$ cat config.mk
export PLATFORM = sky130hd
export DESIGN_NAME = uart_tx_fifo
export DESIGN_NICKNAME = d
export VERILOG_FILES = /design/src/rtl/uart_tx_fifo.sv
export SDC_FILE = /design/constraint.sdc
export NUM_CORES = 1
export LEC_CHECK = 0
export CELL_PAD_IN_SITES_DETAIL_PLACEMENT = 0
export CELL_PAD_IN_SITES_GLOBAL_PLACEMENT = 1
export CORE_AREA = 5 5 160 101
export CTS_CLUSTER_SIZE = 40
export DETAILED_ROUTE_END_ITERATION = 12
export DIE_AREA = 0 0 165 106
export HOLD_SLACK_MARGIN = 0.02
export PLACE_DENSITY = 0.79
export SETUP_SLACK_MARGIN = 0.1
export SKIP_LAST_GASP = 1
export SLEW_MARGIN = 20
export SYNTH_ARGS = -nofsm -noshare
export SYNTH_HDL_FRONTEND = slang
export SYNTH_SLANG_ARGS = --single-unit
$ cat constraint.sdc
create_clock -name clock -period 3.5 [get_ports clock]
set_input_delay 0.35 -clock clock [delete_from_list [all_inputs] [get_ports clock]]
set_output_delay 0.35 -clock clock [all_outputs]
set_load 0.01 [all_outputs]
$ cat src/rtl/uart_tx_fifo.sv
// Buffered 8N1 UART transmitter fed by the core's 9-bit uart_out strobe.
// A circular FIFO absorbs store bursts; frames are sent back-to-back.
module uart_tx_fifo #(
  parameter int CLKS_PER_BIT = 434,
  parameter int FIFO_DEPTH   = 16,
  parameter int AW           = 4
) (
  input  logic          clock,
  input  logic          reset_n,
  input  logic [8:0]    uart_in,
  output logic          tx,
  output logic          ready,
  output logic          busy,
  output logic          overflow,
  output logic [AW:0]   level
);

  localparam int CW = $clog2(CLKS_PER_BIT);
  localparam logic [AW:0] DEPTH = (AW+1)'(FIFO_DEPTH);
  localparam logic [CW-1:0] BAUD_MAX = CW'(CLKS_PER_BIT - 1);

  typedef enum logic [1:0] {
    IDLE,
    START,
    DATA,
    STOP
  } state_t;

  logic [7:0]    mem [FIFO_DEPTH];
  logic [AW-1:0] wr_ptr;
  logic [AW-1:0] rd_ptr;
  logic [AW:0]   count;

  state_t        state;
  state_t        state_n;
  logic [CW-1:0] baud;
  logic [CW-1:0] baud_n;
  logic [2:0]    bit_idx;
  logic [2:0]    bit_idx_n;
  logic [7:0]    shift;
  logic [7:0]    shift_n;
  logic          tx_n;

  logic          full;
  logic          bit_end;
  logic          pop;
  logic          push;

  assign full    = (count == DEPTH);
  assign bit_end = (baud == BAUD_MAX);
  // A full FIFO still accepts a strobe when the head leaves this cycle
  assign push    = uart_in[8] & (~full | pop);

  assign ready = ~full;
  assign busy  = (state != IDLE) | (count != '0);
  assign level = count;

  always_comb begin
    state_n   = state;
    baud_n    = bit_end ? '0 : baud + 1'b1;
    bit_idx_n = bit_idx;
    shift_n   = shift;
    tx_n      = tx;
    pop       = 1'b0;
    unique case (state)
      IDLE: begin
        baud_n = '0;
        tx_n   = 1'b1;
        if (count != '0) begin
          pop     = 1'b1;
          shift_n = mem[rd_ptr];
          state_n = START;
          tx_n    = 1'b0;
        end
      end
      START: begin
        if (bit_end) begin
          state_n   = DATA;
          bit_idx_n = '0;
          tx_n      = shift[0];
        end
      end
      DATA: begin
        if (bit_end) begin
          if (bit_idx == 3'd7) begin
            state_n = STOP;
            tx_n    = 1'b1;
          end else begin
            shift_n   = shift >> 1;
            tx_n      = shift[1];
            bit_idx_n = bit_idx + 1'b1;
          end
        end
      end
      STOP: begin
        if (bit_end) begin
          if (count != '0) begin
            pop     = 1'b1;
            shift_n = mem[rd_ptr];
            state_n = START;
            tx_n    = 1'b0;
          end else begin
            state_n = IDLE;
          end
        end
      end
      default: begin
        state_n = IDLE;
        tx_n    = 1'b1;
      end
    endcase
  end

  always_ff @(posedge clock or negedge reset_n) begin
    if (!reset_n) begin
      state   <= IDLE;
      baud    <= '0;
      bit_idx <= '0;
      shift   <= '0;
      tx      <= 1'b1;
    end else begin
      state   <= state_n;
      baud    <= baud_n;
      bit_idx <= bit_idx_n;
      shift   <= shift_n;
      tx      <= tx_n;
    end
  end

  always_ff @(posedge clock or negedge reset_n) begin
    if (!reset_n) begin
      wr_ptr   <= '0;
      rd_ptr   <= '0;
      count    <= '0;
      overflow <= 1'b0;
    end else begin
      if (push) wr_ptr <= wr_ptr + 1'b1;
      if (pop)  rd_ptr <= rd_ptr + 1'b1;
      unique case ({push, pop})
        2'b10:   count <= count + 1'b1;
        2'b01:   count <= count - 1'b1;
        default: count <= count;
      endcase
      if (uart_in[8] & ~push) overflow <= 1'b1;
    end
  end

  always_ff @(posedge clock) begin
    if (push) mem[wr_ptr] <= uart_in[7:0];
  end

endmodule
## Word-level counts from Yosys, hierarchy flattened

Memories as Yosys holds them, arrays and structs flattened.
Index checks and enable logic that the tools add are counted.
W data, S select, Z words.

- Add/subtract/negate cells: 6
- Equality and inequality tests: 15
- Mux-type cells: 31
- Bitwise logic cells: 6
- Reductions and logical operators: 10

Operators with widths:

| cell | count |
|---|---|
| $mux W8 | 4 |
| $pmux W8 S3 | 1 |
| $mux W9 | 2 |
| $ne A2 B2 Y1 const B | 7 |
| $reduce_and A4 Y1 | 3 |
| $mux W1 | 11 |
| $mux W2 | 5 |
| $pmux W5 S2 | 1 |
| $add A9 B1 Y9 const B | 1 |
| $eq A9 B9 Y1 const B | 1 |
| $mux W3 | 3 |
| $add A4 B1 Y4 const B | 2 |
| $pmux W2 S4 | 1 |
| $eq A2 B2 Y1 const B | 3 |
| $pmux W3 S2 | 1 |
| $reduce_bool A2 Y1 | 3 |
| $add A5 B1 Y5 const B | 1 |
| $eq A5 B5 Y1 const B | 1 |
| $reduce_and A5 Y1 | 1 |
| $reduce_bool A5 Y1 | 1 |
| $sub A5 B1 Y5 const B | 1 |
| $eq A2 B1 Y1 const B | 2 |
| $pmux W1 S4 | 1 |
| $add A3 B1 Y3 const B | 1 |
| 7 further kinds | 10 |

- Register bits after elaboration: 37
- Memory bits (writable): 128
- Memories: 1

Memories:

| name | depth | width | rd ports | clocked after memory_dff | write ports | RTL line | text |
|---|---|---|---|---|---|---|---|
| mem | 16 | 8 | 1 | 0 | 1 | 29 | `logic [7:0] mem [FIFO_DEPTH];` |

## Depth between registers and ports, before layout

- Word-level depth: 8
- Gate-level depth with buffers: 12

## Least setup slack after synthesis

OpenSTA, ideal clock, no wires.

- Kind: flip-flop to flip-flop
- From: register state[0]
- To: register count[4], in the netlist level[4]
- Setup time: 0.080 ns
- Data arrival time: 2.390 ns
- Data required time: 3.420 ns
- Path slack: 1.030 ns
- Stages on the path, launching flop included: 13
- Clock period less this slack: 2.470 ns
- Cell sequence: dfrtp_1 inv_1 ha_1 nor2_1 a211oi_4 nand2_4 nor2_1 ha_1 a21o_1 a21oi_1 nand4b_1 o31ai_2 xnor2_1

- Word-level cells in the longest chain between the ends: 6
- Elaborated cells between the ends (all ways): 9

Ends and longest elaborated chain:

| element | RTL line | text |
|---|---|---|
| from (decl) | 34 | `state_t state;` |
| from (signal assigned) | 122 | `state <= state_n;` |
| $eq A2 B2 Y1 / $logic_not A2 Y1 (equally long branches) | 65 | `unique case (state)` |
| $pmux W1 S2 * | 65 |  |
| $or A1 B1 Y1 | 52 | `assign push = uart_in[8] & (~full \| pop);` |
| $and A1 B1 Y1 | 52 |  |
| $eq A2 B1 Y1 / $eq A2 B2 Y1 (equally long branches) | 139 | `unique case ({push, pop})` |
| $pmux W5 S2 / $reduce_bool A2 Y1 (equally long branches) | -- |  |
| to (signal assigned) | 140 | `2'b10: count <= count + 1'b1;` |
| to (signal assigned) | 141 | `2'b01: count <= count - 1'b1;` |
| to (signal assigned) | 142 | `default: count <= count;` |
| to (decl) | 32 | `logic [AW:0] count;` |

Mark *: on every way between the ends. The rest lies on a longest branch, timed or not.
A chain may end at the register's enable or synchronous reset.

## Worst setup path after layout

- From: register state[1]
- To: register count[4], in the netlist level[4]

Same word-level chain as after synthesis.

==> metrics.sh <==
RUN_STATUS='completed'
SYN-NUM-NETS=461
R2R_CELLS=12
SYNTHCELLS=432
POSTCTSRESIZEDCELLS=0
CP_TOP_FAMILY='compound AO/OA/AOI/OAI gates'
POST-PLACE-CELLS=651
SYN_AREA_PER_CELL_UM2=16.3
SYNTH_FLOP_CELL='sky130_fd_sc_hd__edfxtp_1'
DRTANTENNAVIOLNETS=0
SYNTH.YOSYS.WARNINGS=0
TIMING.FMAX_MHz=349
CRITPATHBUFINV=1
HOLD_CLASS='in2async'
POST_CTS_BUFFERS=0
SYNTHARSTFLOPSHARE_PCT=22.4
CP.ARRIVAL_PS=3220
TIMING.CRITICAL_PATH.SLOWEST_STAGE_CELL='sky130_fd_sc_hd__dfrtp_1'
DRTPASS1ITERATIONS=5
CLK-INSERTION-DELAY-LATE_PS=430
SLEW_VIOLATIONS=0
CTS_HOLD_REPAIR.BUFFERS=0
DR_TOTAL_VIAS=3867
PATH_CELLS='inv_1 > ha_1 > nor2_1 > a211oi_4 > nand2_4 > nor2_1 > ha_1 > a21o_1 > a21oi_1 > nand4b_1 > o31ai_2 > xnor2_1'
TRITONCTS.NUM_BUFFERS=17
CLOCK-ROOT-BUFFER='sky130_fd_sc_hd__clkbuf_16'
PLACE.DETAILED.HPWL_UM=10100
REPORT.POWER.TOTAL_mW=5.01
WORST_SETUP_HOLD_PATH_CLK_SLEW_PS=70
SETUP_FAILING_EPS_FINAL=0
NUMBER_OF_ANTENNA_VIOLATIONS_AT_THE_FIRST_CHECK_IN_GLOBAL_ROUTING=0
PLACED_CELL_AREA_UM2=7490
INITIAL_UTILIZATION_PCT=48.0
SEQUENTIAL_AREA_SHARE_AFTER_SYNTHESIS_PCT=67.6
CELLPOWERDENSITY_nW_PER_UM2=617
TIMING_WORST_SLEW_PIN_VALUE_PS=1040
SYNTH_EDF_COUNT=128
FP.DIEW_UM=165
MAXIMUM_NUMBER_OF_PINS_ON_ONE_NET_BEFORE_GLOBAL_ROUTE_REPAIR=38
DRT-VIAS-PER-INSTANCE=5.66
ROUTED_WIRE_LENGTH_PER_INSTANCE_UM=21.8
DRT_WL_TOTAL_UM=14900
FIRST_GLOBAL_VIAS=3831
WORSTSETUPENDPOINTTYPE='flop'
FINISH.NET_COUNT=496
AREA.SEQUENTIAL_UM2=4770
WORST_IR_DROP_VDD_uV=364
CTS_MAX_LEVEL=4
TIMING.FINAL.CRIT_SHARE_PCT=81.9
WORST_PATH_LARGEST_CELL_DELAY_PS=430
DIE_AREA_UM2=17500
SYNTHDOMINANTCELLAREASHARE_PCT=54.5
CP_NUM_CELLS=12
SYN-CELL-AREA_UM2=7060
MAX-CLOCK-PATH-BUFFERS=2
GRT_SETUP_UNREPAIRED='no'
CRITPATHKIND='reg2reg'
POWER_LEAKAGE_nW=2.83
AREA_OCCUPIED_BY_MULTI_INPUT_GATES_UM2=2150
FINAL_CELL_COUNT_NO_FILL=683
SYNTH_CELL_TYPE_COUNT=58
GP_ROUTABILITY_CONGESTION=0.774
SETUP_TNS_PS=0
CRITICAL_PATH_FANOUT_MAX=6
SYNTH_TOP_CELL_BY_AREA='sky130_fd_sc_hd__edfxtp_1'
DIE_Y_UM=106
PERIOD_MINUS_SLACK_PS=2870
POST-ROUTE-DRC-COUNT=0
MAX_SLEW_MARGIN_PCT=30.5
GRT_PASS1_WL_UM=23000
DRT_ITER0_DRC=344
SYNTHTOLAYOUTAREAGROWTH_PCT=15.1
SYNTH_AREA_LEADERS='sky130_fd_sc_hd__edfxtp_1 (54%), sky130_fd_sc_hd__dfrtp_1 (13%), sky130_fd_sc_hd__mux4_2 (6.4%), sky130_fd_sc_hd__mux2i_1 (3.8%), sky130_fd_sc_hd__ha_1 (3.0%)'
FINAL_CELL_AREA_UM2=8120
GRT.TOTAL_USAGE_PCT=18.1
GRT_OVERFLOW=0
POSTSYNTHREGISTERBITS=165
TIMING_HOLD_VIOLATIONS_FINAL=0
FRACTION_OF_LAYOUT_CELLS_WITH_A_SIZE_SUFFIX_ABOVE_1_PCT=19.0
NFILLCELLS=1176
MAX_CAP_VIOLATIONS=0
SETUP_CLOCK_SKEW_AFTER_LAYOUT_PS=13.3
CTS.SINKS=165
TOP_LEVEL_PORTS=20
FLOORPLAN.CORE_AREA_UM2=14700
FP-ROW-COUNT=35
PLACEMENT.IO_BUFFERS=19
ANTENNADIODECOUNT=0
CTS_TREE='yes'
CRITICAL_PATH_REQUIRED_PS=3850
START_KIND='flop'
sequential cells by signal, indices dropped and copies added, names as in the netlist:
| name | count |
|---|---|
| mem | 128 |
| baud | 9 |
| shift | 8 |
| level | 5 |
| rd_ptr | 4 |
| wr_ptr | 4 |
| bit_idx | 3 |
| state | 2 |
| overflow | 1 |
| tx | 1 |
synthesized netlist by cell type (7+ instances only):
| master | number |
|---|---|
| sky130_fd_sc_hd__ha_1 | 17 |
| sky130_fd_sc_hd__edfxtp_1 | 128 |
| sky130_fd_sc_hd__mux4_2 | 20 |
| sky130_fd_sc_hd__nor2_1 | 31 |
| sky130_fd_sc_hd__a22oi_1 | 12 |
| sky130_fd_sc_hd__a21oi_1 | 12 |
| sky130_fd_sc_hd__xnor2_1 | 12 |
| sky130_fd_sc_hd__nor2b_1 | 7 |
| sky130_fd_sc_hd__mux2i_1 | 27 |
| sky130_fd_sc_hd__inv_1 | 8 |
| sky130_fd_sc_hd__nand2_1 | 26 |
| sky130_fd_sc_hd__dfrtp_1 | 36 |
power breakdown:
| group | switching (mW) | total, mW | internal, mW |
|---|---|---|---|
| logic | 0.377 | 0.636 | 0.258 |
| clock network | 0.878 | 1.92 | 1.04 |
| registers | 0.113 | 2.45 | 2.34 |
| total | 1.37 | 5.01 | 3.64 |
cells in the final DEF, fill, tap and decap left out, types with 3 or more instances in the layout:
master	n
sky130_fd_sc_hd__a21oi_1	12
sky130_fd_sc_hd__inv_8	7
sky130_fd_sc_hd__o21a_1	6
sky130_fd_sc_hd__buf_4	13
sky130_fd_sc_hd__nor2_1	31
sky130_fd_sc_hd__mux4_2	20
sky130_fd_sc_hd__o22ai_1	6
sky130_fd_sc_hd__nor2b_1	7
sky130_fd_sc_hd__nand2_1	26
sky130_fd_sc_hd__clkdlybuf4s50_1	18
sky130_fd_sc_hd__inv_1	8
sky130_fd_sc_hd__clkinv_8	3
sky130_fd_sc_hd__a22oi_1	12
sky130_fd_sc_hd__nand3_1	6
sky130_fd_sc_hd__mux2_2	4
sky130_fd_sc_hd__xor2_1	6
sky130_fd_sc_hd__dfrtp_1	35
sky130_fd_sc_hd__mux2i_1	27
sky130_fd_sc_hd__ha_1	17
sky130_fd_sc_hd__o311ai_1	6
sky130_fd_sc_hd__xnor2_1	12
sky130_fd_sc_hd__edfxtp_1	128
sky130_fd_sc_hd__clkbuf_16	17
layout make-up:
type,instances,area share [%]
inverter,8,0.370
sequential,165,58.8
clock buffer,17,5.24
multi-input combinational,243,26.5
tap,203,3.13
timing repair buffer,32,3.48
clock inverter,15,2.47
worst reg2reg max path: stages (launching register included):
cell and delay (ps):
sky130_fd_sc_hd__dfrtp_1 430, sky130_fd_sc_hd__inv_1 130, sky130_fd_sc_hd__ha_1 230, sky130_fd_sc_hd__nor2_1 90
sky130_fd_sc_hd__a211oi_4 330, sky130_fd_sc_hd__nand2_4 130, sky130_fd_sc_hd__nor2_1 280, sky130_fd_sc_hd__ha_1 330
sky130_fd_sc_hd__a21o_1 170, sky130_fd_sc_hd__a21oi_1 280, sky130_fd_sc_hd__nand4b_1 160, sky130_fd_sc_hd__o31ai_2 100
sky130_fd_sc_hd__xnor2_1 140
worst paths after layout:
| path | start | end | slack, ps |
|---|---|---|---|
| worst max register to register | state[1] | level[4] | 630 |
| worst min-delay path | reset_n | baud[5] | 30 |
| min in group clock | shift[2] | shift[2] | 500 |
| max in group asynchronous | reset_n | rd_ptr[1] | 2850 |
| worst min register to register | shift[2] | shift[2] | 500 |
| worst max-delay path | state[1] | level[4] | 630 |
layer usage:
layer	share of wire [%]	track usage [%]	vias to the layer above
li1	-	-	1742
met2	43	23.5	129
met3	6.9	5.50	14
met4	0.93	5.04	0
met5	0	0	-
met1	50	29.1	1982
cells by family after synthesis:
family / share of synthesized area [%]
flip-flops: 67.6
AND/OR/NAND/NOR: 6.61
AO/OA/AOI/OAI: 7.09
multiplexers: 11.3
buffers and inverters: 1.86
XOR/XNOR: 2.23
adder cells (fa/ha/maj): 3.30
through the flow:
| stage | util [%] | hold WS [ps] | setup WS, ps |
|---|---|---|---|
| 6_report | 55.2 | 32.7 | 634 |
| 5_1_grt | 55.2 | 120 | 440 |
| 4_1_cts | 55.2 | 65.1 | 663 |
| 3_5_place_dp | 50.9 | 485 | 687 |
| 3_3_place_gp | 50.9 | 466 | 789 |
| 2_1_floorplan | - | 54.4 | 1030 |
Power figures use the tool's default switching activity.
